$ cat src/rtl/strobe_period_meter_if.sv
// Tick/strobe inputs and measured-period outputs of the strobe period meter.
// The master drives the tick stream and observes the measurement results.
interface strobe_period_meter_if #(
    parameter int unsigned WIDTH = 4
);
    logic             enable;
    logic             strobe;
    logic [WIDTH-1:0] period;
    logic             period_valid;
    logic             locked;
    logic             overflow;

    modport master (
        output enable, strobe,
        input  period, period_valid, locked, overflow
    );

    modport slave (
        input  enable, strobe,
        output period, period_valid, locked, overflow
    );
endinterface

$ cat src/rtl/strobe_period_meter.sv
// Recovers the enable-tick count between strobe pulses, declares lock after
// LOCK_COUNT consecutive equal periods and flags (sticky) accumulator saturation.
module strobe_period_meter #(
    parameter int unsigned WIDTH      = 4,
    parameter int unsigned LOCK_COUNT = 2
) (
    input  logic                 clk,
    input  logic                 rst,
    strobe_period_meter_if.slave bus
);
    typedef enum logic [1:0] {SYNC, ACQUIRE, LOCKED} state_e;

    localparam logic [3:0] LOCK_CNT = LOCK_COUNT[3:0];
    localparam logic [WIDTH-1:0] ONE = {{(WIDTH-1){1'b0}}, 1'b1};

    state_e           state_q, state_d;
    logic [WIDTH-1:0] acc_q, acc_d;
    logic [WIDTH-1:0] period_q, period_d;
    logic             valid_q, valid_d;
    logic             locked_q, locked_d;
    logic             ovf_q, ovf_d;
    logic [3:0]       match_q, match_d;
    logic [3:0]       match_inc, match_new;
    logic             accepted;

    assign accepted  = bus.strobe && (acc_q != '0);
    assign match_inc = (match_q == 4'hF) ? match_q : match_q + 4'd1;

    always_comb begin
        state_d   = state_q;
        acc_d     = acc_q;
        period_d  = period_q;
        valid_d   = 1'b0;
        locked_d  = locked_q;
        ovf_d     = ovf_q;
        match_d   = match_q;
        // match_q == 0 marks the first period after SYNC, which never counts as a repeat
        match_new = ((match_q != '0) && (acc_q == period_q)) ? match_inc : 4'd1;

        if (accepted) begin
            acc_d = {{(WIDTH-1){1'b0}}, bus.enable};
            unique case (state_q)
                SYNC: begin
                    state_d = ACQUIRE;
                    match_d = '0;
                end
                ACQUIRE: begin
                    period_d = acc_q;
                    valid_d  = 1'b1;
                    match_d  = match_new;
                    if (match_new >= LOCK_CNT) begin
                        state_d  = LOCKED;
                        locked_d = 1'b1;
                    end
                end
                LOCKED: begin
                    period_d = acc_q;
                    valid_d  = 1'b1;
                    match_d  = match_new;
                    if (acc_q != period_q) begin
                        locked_d = 1'b0;
                        state_d  = ACQUIRE;
                    end
                end
                default: state_d = SYNC;
            endcase
        end else if (bus.enable) begin
            if (acc_q == '1) begin
                ovf_d    = 1'b1;
                locked_d = 1'b0;
                match_d  = '0;
                state_d  = SYNC;
            end else begin
                acc_d = acc_q + ONE;
            end
        end
    end

    always_ff @(posedge clk) begin
        if (rst) begin
            state_q  <= SYNC;
            acc_q    <= '0;
            period_q <= '0;
            valid_q  <= 1'b0;
            locked_q <= 1'b0;
            ovf_q    <= 1'b0;
            match_q  <= '0;
        end else begin
            state_q  <= state_d;
            acc_q    <= acc_d;
            period_q <= period_d;
            valid_q  <= valid_d;
            locked_q <= locked_d;
            ovf_q    <= ovf_d;
            match_q  <= match_d;
        end
    end

    assign bus.period       = period_q;
    assign bus.period_valid = valid_q;
    assign bus.locked       = locked_q;
    assign bus.overflow     = ovf_q;
endmodule

$ cat src/flat_wrapper.sv
// flat-port wrapper written by rule: the top's interface ports become plain ports
module strobe_period_meter_flat 
#(
    parameter int unsigned WIDTH      = 4,
    parameter int unsigned LOCK_COUNT = 2
)
  (clk, rst, bus_enable, bus_strobe, bus_period, bus_period_valid, bus_locked, bus_overflow);
  strobe_period_meter_if #(.WIDTH(WIDTH)) bus_i ();
  input  logic clk;
  input  logic rst;
  input wire logic [$bits(bus_i.enable)-1:0] bus_enable;
  input wire logic [$bits(bus_i.strobe)-1:0] bus_strobe;
  output wire logic [$bits(bus_i.period)-1:0] bus_period;
  output wire logic [$bits(bus_i.period_valid)-1:0] bus_period_valid;
  output wire logic [$bits(bus_i.locked)-1:0] bus_locked;
  output wire logic [$bits(bus_i.overflow)-1:0] bus_overflow;
  assign bus_i.enable = bus_enable;
  assign bus_i.strobe = bus_strobe;
  assign bus_period = bus_i.period;
  assign bus_period_valid = bus_i.period_valid;
  assign bus_locked = bus_i.locked;
  assign bus_overflow = bus_i.overflow;
  strobe_period_meter #(.WIDTH(WIDTH), .LOCK_COUNT(LOCK_COUNT)) u_core (.clk(clk), .rst(rst), .bus(bus_i));
endmodule
$ cat config.mk
export PLATFORM = sky130hd
export DESIGN_NAME = strobe_period_meter_flat
export DESIGN_NICKNAME = d
export VERILOG_FILES = /design/src/rtl/strobe_period_meter_if.sv /design/src/rtl/strobe_period_meter.sv /design/src/flat_wrapper.sv
export SDC_FILE = /design/constraint.sdc
export NUM_CORES = 1
export LEC_CHECK = 0
export BUFFER_PORTS_ARGS = -buffer_cell sky130_fd_sc_hd__buf_4
export CORE_UTILIZATION = 51
export DETAILED_ROUTE_END_ITERATION = 6
export GPL_TIMING_DRIVEN = 0
export PLACE_DENSITY = 0.73
export RECOVER_POWER = 25
export SYNTH_ARGS = -nofsm -noshare
export SYNTH_HDL_FRONTEND = slang
export SYNTH_SLANG_ARGS = --single-unit
$ cat constraint.sdc
create_clock -name clk -period 1.7 [get_ports clk]
set_input_delay 0.34 -clock clk [delete_from_list [all_inputs] [get_ports clk]]
set_output_delay 0.34 -clock clk [all_outputs]
set_load 0.02 [all_outputs]
==> reports/metrics.yaml, run 1 <==
die_x_microns: 47.8
fmax_mhz: 572
p_leak_uw: 0.000502
synthesis.area_sq_um: 1070
gp_congestion: 0.883
synthesis.nets: 133
ff2ff_setup_slack_ns: -0.05
setup_viol: 7
placement_rows: 16
worstPathArrival_ns: 1.98
worstSetupPathDepth: 7
grt_pass1_vias: 830
post-route-drc-count: 0
cp_cell_sequence: "inv_1, ha_2, or3b_4, nand2_2, o21a_1, o21ai_1, a21oi_2"
final_layout_size_suffix_gt1_share_pct: 37.9
setup.worst_path.end: "u_core.match_q[0]$_SDFFE_PP0P_"
grt_setup_unrepaired: "true"
synth.yosys.seq_area_share_pct: 31.9
dp_hpwl_microns: 1580
dp_worst_setup_slack_ns: -0.173
r2r.worst_path.cells: 7
antenna_found_initial: 0
crit_path_max_incr_delay_ns: 0.42
via_cell_ratio: 6.01
drt_first_iter_violations: 13
cts.sink_count: 17
power_share_of_the_clock_group_pct: 28.2
slew_viol_final: 0
critical_path_required_ns: 1.93
cts-buffers-inserted: 3
final_antenna_violating_net_count: 0
critical_path.startpoint: "u_core.acc_q[1]$_SDFFE_PP0P_"
h-tree-depth: 1
fin_nets: 154
worst_r2r_startpoint: "u_core.acc_q[1]$_SDFFE_PP0P_"
finalWirelength_microns: 2580
dieArea_sq_um: 2280
worstSetupPathType: "flip-flop to flip-flop"
post_dp_cell_area_sq_um: 1170
violations_in_the_final_reports: "setup timing"
cts_tree: "built"
coreArea_sq_um: 1960
ys_ff_latch: 17
run_status: "finished, violations left"
p_comb_share_pct: 19.0
yosysUniqueCellTypes: 42
timing.final.crit_period_ns: 1.75
endpoint_kind: "flip-flop"
cap_viol_max_count: 0
syn_avg_cell_area_sq_um: 8.90
critical_path.top_delay_family: "simple AND/OR/NAND/NOR gates"
initial_core_util_pct: 54.5
final.fill_count: 175
area_taken_by_flip_flops_and_latches_sq_um: 357
dr_total_vias: 1003
r2r-end: "u_core.match_q[0]$_SDFFE_PP0P_"
power.share.switching_pct: 28.7
hold_path_class: "input port to flip-flop"
antenna_cells: 0
timing.critical_path.from_type: "flip-flop"
peakVddDrop_v: 0.000486
finalClockSkew_ns: 0.00187
clk_pin_slew_worst_paths_ns: 0.10
worst-slew-pin-transition_ns: 0.560
power_per_cell_area_nw_per_um2: 577
yosys_warnings: 0
root_buffer: "clkbuf_4"
count_of_final_hold_check_violations: 0
clkLatencyLatePin_ns: 0.29
switchingPower_uw: 227
largest_net_degree_at_the_start_of_global_routing: 11
port_buffers: 8
groute.usage.overall_pct: 22.3
cp.buffers_inverters: 1
multiInputGateArea_sq_um: 787
internal_power_uw: 564
clock_path_buffers: 2
worstPathMaxFanout: 5
grt_first_pass_wirelength_microns: 3530
worst_slew_margin_rel_pct: 62.6
timing.final.crit_share_pct: 103
io_pins: 11
cell_with_the_biggest_individual_delay_on_the_critical_path: "or3b_4"
area_delta_synth_final_pct: 28.2
post_dr_wirelength_cell_microns: 15.4
synthCells: 120
grt_remaining_overflow: 0
final_std_cell_area_no_fill_sq_um: 1370
chipHeight_microns: 47.8
drt-pass1-iter-count: 4
timing.final.ws_setup_ns: -0.0497
p_seq_share_pct: 52.8
-- metal layers --
layer  vias to the layer above  global-route usage, %  part of all wire [%]
met1                       492                   27.6                    43
met3                         8                   2.26                   2.1
li1                        482                      -                     -
met4                         0                   11.1                   2.4
met5                         -                      0                     0
met2                        21                   38.4                    52
-- worst min-delay path, delay by kind of cell --
| family | cells | cell delay (ns) |
|---|---|---|
| AOI/OAI and AO/OA | 2 | 0.15 |
| buffers and inverters | 1 | 0.14 |
-- Yosys cell counts (all sizes together) --
cell type,instances,area [sq um]
or2,1,6.26
dfxtp,17,340
and3,1,6.26
a2111oi,3,27.5
inv,8,30.0
or3b,1,8.76
a21oi,11,55.1
nand2b,1,6.26
o21bai,1,7.51
a32o,2,20.0
mux2i,3,30.0
nor2,11,41.3
nand4,3,18.8
nand3,7,47.6
nand2,6,22.5
or4bb,1,11.3
nand3b,1,7.51
nor4,2,33.8
a41oi,1,8.76
and2,2,13.8
a31oi,3,18.8
a22oi,1,7.51
clkbuf,3,11.3
nor4b,1,23.8
o21ai,3,15.0
buf,2,16.3
o211ai,1,7.51
ha,9,113
or3,1,6.26
nor3b,2,20.0
nor3,5,35.0
o21a,1,7.51
xor2,4,35.0
a221oi,1,8.76
-- cells by family after synthesis --
group | share of synthesized area, %
flip-flops | 31.9
buffers and inverters | 5.39
AO/OA/AOI/OAI | 17.2
XOR/XNOR | 3.28
AND/OR/NAND/NOR | 28.9
adder cells (fa/ha/maj) | 10.5
multiplexers | 2.81
-- flip-flops by register name, indices dropped and copies added, names as in the netlist --
name / cells
u_core.bus.locked: 1
u_core.bus.period: 4
u_core.acc_q: 4
u_core.bus.period_valid: 1
u_core.bus.overflow: 1
u_core.state_q: 2
u_core.match_q: 4
-- placed cells by master, fill, tap and decap left out, drive strengths merged, types with 2 or more instances in the layout --
cell type,instances
dfxtp,17
buf,15
nor2,11
a21oi,11
clkbuf,10
ha,9
inv,8
nand3,7
nand2,6
nor3,5
xor2,4
mux2i,3
nand4,3
a31oi,3
o21ai,3
a2111oi,3
nor4,2
a32o,2
and2,2
nor3b,2
-- how the worst min path moves through the flow --
stage / from / to / depth (start not counted)
after floorplan: bus_enable / u_core.acc_q[0]$_SDFFE_PP0P_ / 2
after global placement: u_core.bus.overflow$_SDFFE_PP0P_ / u_core.bus.overflow$_SDFFE_PP0P_ / 2
after detailed placement: u_core.bus.locked$_SDFFE_PP0P_ / u_core.bus.locked$_SDFFE_PP0P_ / 2
after CTS: bus_enable / u_core.acc_q[0]$_SDFFE_PP0P_ / 3
after global routing: bus_enable / u_core.acc_q[0]$_SDFFE_PP0P_ / 3
final: bus_enable / u_core.acc_q[0]$_SDFFE_PP0P_ / 3
-- what timing repair did --
item                       in CTS  in global routing
gates resized for setup        11                 21
gates cloned                    0                  0
setup buffers                   5                  4
hold buffers                    0                  0
pin swaps                       3                  9
setup endpoints to repair       6                  9
-- cell type report --
type                    instances  share of cell area [%]
multi-input cells              90                    57.4
flip-flops and latches         17                    26.0
inverters                       8                    2.19
plain buffers                   4                    1.19
well taps                      27                    2.47
clock buffers                   4                    1.92
repair buffers                 17                    8.77
-- per-stage QoR --
stage / hold WS [ns] / setup TNS (ns) / power (uW) / util, % / instances
2_1_floorplan: 0.494 / 0 / 508 / - / 120
3_3_place_gp: 0.454 / -0.529 / 529 / 59.5 / 155
3_5_place_dp: 0.468 / -0.707 / 534 / 59.5 / 155
4_1_cts: 0.355 / -0.0459 / 766 / 64.9 / 164
5_1_grt: 0.384 / -0.948 / 817 / 69.8 / 167
6_report: 0.359 / -0.169 / 790 / 69.8 / 167
-- power groups by stage --
stage | sequential (uW) | combinational [uW] | clock [uW]
5_1_grt | 419 | 162 | 237
2_1_floorplan | 426 | 82.0 | 0
6_report | 417 | 150 | 223
3_3_place_gp | 427 | 102 | 0
3_5_place_dp | 428 | 105 | 0
4_1_cts | 418 | 125 | 222
Note: power is estimated with default switching activity, not from simulation.
==> inputs of run 2 (changes only) <==
--- a/config.mk
+++ b/config.mk
@@ -5,9 +5,9 @@
 export SDC_FILE = /design/constraint.sdc
 export NUM_CORES = 1
 export LEC_CHECK = 0
-export BUFFER_PORTS_ARGS = -buffer_cell sky130_fd_sc_hd__buf_4
-export CORE_UTILIZATION = 51
+export CORE_UTILIZATION = 55
 export DETAILED_ROUTE_END_ITERATION = 6
+export DONT_BUFFER_PORTS = 1
 export GPL_TIMING_DRIVEN = 0
 export PLACE_DENSITY = 0.73
 export RECOVER_POWER = 25
==> run 2 against run 1 <==
The run still ends with setup timing left. Clock skew about the same. Sequential power is essentially flat. Via count shrank 5.4%. Setup slack worse by 0.042 ns. Wire length decreased by 4.7%. Worst hold slack worse by 0.13 ns. Fmax down 2.4%. Final cell count shrank 4.8%. Cell area down 1.6%. Sequential share of layout area increased by 1.4 points.
==> reports/metrics.yaml, run 2 (synthesis gave the netlist of run 1 again) <==
run_status: "finished, violations left"  # unchanged
violations_in_the_final_reports: "setup timing"  # unchanged
io_pins: 11  # unchanged
worstSetupPathType: "flip-flop to flip-flop"  # unchanged
chipHeight_microns: 46.1  # was 47.8 microns
worst-slew-pin-transition_ns: 0.546  # was 0.560 ns
antenna_cells: 0  # unchanged
setup_viol: 7  # unchanged
dp_hpwl_microns: 1520  # was 1580 microns
top_signal_layer_used: "met4"  # unchanged
placement_rows: 15  # was 16
hold_buffers: 0  # unchanged
holdWs_ns: 0.229  # was 0.359 ns
finalWirelength_microns: 2460  # was 2580 microns
initial_core_util_pct: 60.6  # was 54.5%
final_layout_size_suffix_gt1_share_pct: 35.8  # was 37.9%
final_antenna_violating_net_count: 0  # unchanged
timing.final.ws_setup_ns: -0.0918  # was -0.0497 ns
report.power.total_uw: 778  # was 790 uW
endpoint_kind: "flip-flop"  # unchanged
grt_setup_unrepaired: "true"  # unchanged
cell_with_the_biggest_individual_delay_on_the_critical_path: "or3b_4"  # unchanged
worstPathArrival_ns: 2.01  # was 1.98 ns
post_dr_wirelength_cell_microns: 15.5  # was 15.4 microns
critical_path_required_ns: 1.92  # was 1.93 ns
p_leak_uw: 0.000488  # was 0.000502 uW
via_cell_ratio: 5.97  # was 6.01
route.met3.wl_microns: 85  # was 55 microns
critical_path.top_delay_family: "simple AND/OR/NAND/NOR gates"  # unchanged
cp_cell_sequence: "inv_1, ha_4, or3b_4, nand2_1, o21a_1, a22oi_1, a21oi_1"  # was inv_1, ha_2, or3b_4, nand2_2, o21a_1, o21ai_1, a21oi_2
antenna_found_initial: 0  # unchanged
dieArea_sq_um: 2120  # was 2280 sq um
coreArea_sq_um: 1760  # was 1960 sq um
mostFrequentLayoutCells: "nor2_1 (10), buf_4 (10), a21oi_1 (9)"  # was buf_4 (13), nor2_1 (10), dfxtp_1 (10)
final.fill_count: 139  # was 175
power_per_cell_area_nw_per_um2: 577  # about the same
largest_net_degree_at_the_start_of_global_routing: 11  # unchanged
worst_r2r_startpoint: "u_core.acc_q[1]$_SDFFE_PP0P_"  # unchanged
cp.buffers_inverters: 1  # unchanged
critical_path.startpoint: "u_core.acc_q[1]$_SDFFE_PP0P_"  # unchanged
drt-pass1-iter-count: 4  # unchanged
cts_tree: "built"  # unchanged
worst_slew_margin_rel_pct: 63.6  # was 62.6%
root_buffer: "clkbuf_4"  # unchanged
post-route-drc-count: 0  # unchanged
grt_remaining_overflow: 0  # unchanged
timing.final.crit_period_ns: 1.79  # was 1.75 ns
cap_viol_max_count: 0  # unchanged
crit_path_max_incr_delay_ns: 0.41  # was 0.42 ns
timing.final.crit_share_pct: 105  # was 103%
slew_viol_final: 0  # unchanged
worstPathMaxFanout: 5  # unchanged
h-tree-depth: 1  # unchanged
fin_nets: 148  # was 154
drt_first_iter_violations: 21  # was 13
totalNegativeSetupSlack_ns: -0.403  # was -0.169 ns
post_dp_cell_area_sq_um: 1100  # was 1170 sq um
fmax_mhz: 558  # was 572 MHz
clkLatencyLatePin_ns: 0.29  # about the same
grt_first_pass_wirelength_microns: 3650  # was 3530 microns
hold_path_class: "input port to flip-flop"  # unchanged
area_delta_synth_final_pct: 26.1  # was 28.2%
cts-buffers-inserted: 3  # unchanged
port_buffers: 0  # was 8
peakVddDrop_v: 0.000514  # was 0.000486 V
die_x_microns: 46.1  # was 47.8 microns
grt_pass1_vias: 825  # was 830
drt-met1-wl_microns: 1090  # was 1120 microns
final_std_cell_area_no_fill_sq_um: 1350  # was 1370 sq um
clock_path_buffers: 2  # unchanged
dr_total_vias: 949  # was 1003
clk_pin_slew_worst_paths_ns: 0.10  # about the same
count_of_final_hold_check_violations: 0  # unchanged
gp_congestion: 0.817  # was 0.883
groute.usage.overall_pct: 24.5  # was 22.3%
finalClockSkew_ns: 0.00214  # was 0.00187 ns
cts.sink_count: 17  # unchanged
min-delay-start: "bus_enable"  # unchanged
timing.critical_path.from_type: "flip-flop"  # unchanged
wl_met2_microns: 1250  # was 1340 microns
## run 2: changes by cell type in the layout (fill, tap and decap cells not counted), moves of 2 or more
cell / change
a21oi_1: +4
clkbuf_1: -3
dfxtp_1: -4
dfxtp_4: +3
buf_4: -3
a21oi_2: -4
xor2_2: -2
## run 2: timing repair
action	CTS	global route
setup endpoints to repair	6	11
pin swaps	4	9
gates resized for setup	21	17
buffers inserted	6	5
## run 2: cell type report
cell class                      instances  area, sq um  share of cell area [%]
Multi-Input combinational cell         90          786                    58.3
Sequential cell                        17          369                    27.4
Timing Repair Buffer                   11         86.3                    6.41
Inverter                                8         32.5                    2.41
Tap cell                               25         31.3                    2.32
Clock buffer                            4         26.3                    1.95
Buffer                                  4         16.3                    1.21
## run 2: path summary, 6_finish.rpt
check | endpoint | slack, ns | depth (start not counted)
max | u_core.match_q[1]$_SDFFE_PP0P_ | -0.09 | 7
min | u_core.acc_q[0]$_SDFFE_PP0P_ | 0.23 | 2
max reg2reg | u_core.match_q[1]$_SDFFE_PP0P_ | -0.09 | 7
min reg2reg | u_core.match_q[0]$_SDFFE_PP0P_ | 0.54 | 2
## run 2: layer usage
metal / GRT usage, % / vias up
li1: - / 469
met1: 30.6 / 453
met2: 40.8 / 22
met3: 5.49 / 5
met4: 8.82 / 0
met5: 0 / -
## run 2: through the flow
step                util, %  setup slack, ns  cells
floorplan                 -          0.00732    120
global placement       62.6           -0.144    145
detailed placement     62.6           -0.194    145
CTS                    70.9         -0.00949    155
global route           76.4           -0.205    159
finish                 76.4          -0.0918    159
## run 2: worst register-to-register path, cell delays in order, from the launching register on
cell and delay [ns]:
dfxtp_4 0.37, inv_1 0.10, ha_4 0.13, or3b_4 0.41, nand2_1 0.24, o21a_1 0.23
a22oi_1 0.11, a21oi_1 0.13
## run 2: power by group
group | switching, uW | internal (uW) | total (uW)
clock network | 126 | 91.3 | 218
registers | 13.4 | 400 | 414
logic | 78.0 | 68.6 | 147
total | 218 | 560 | 778
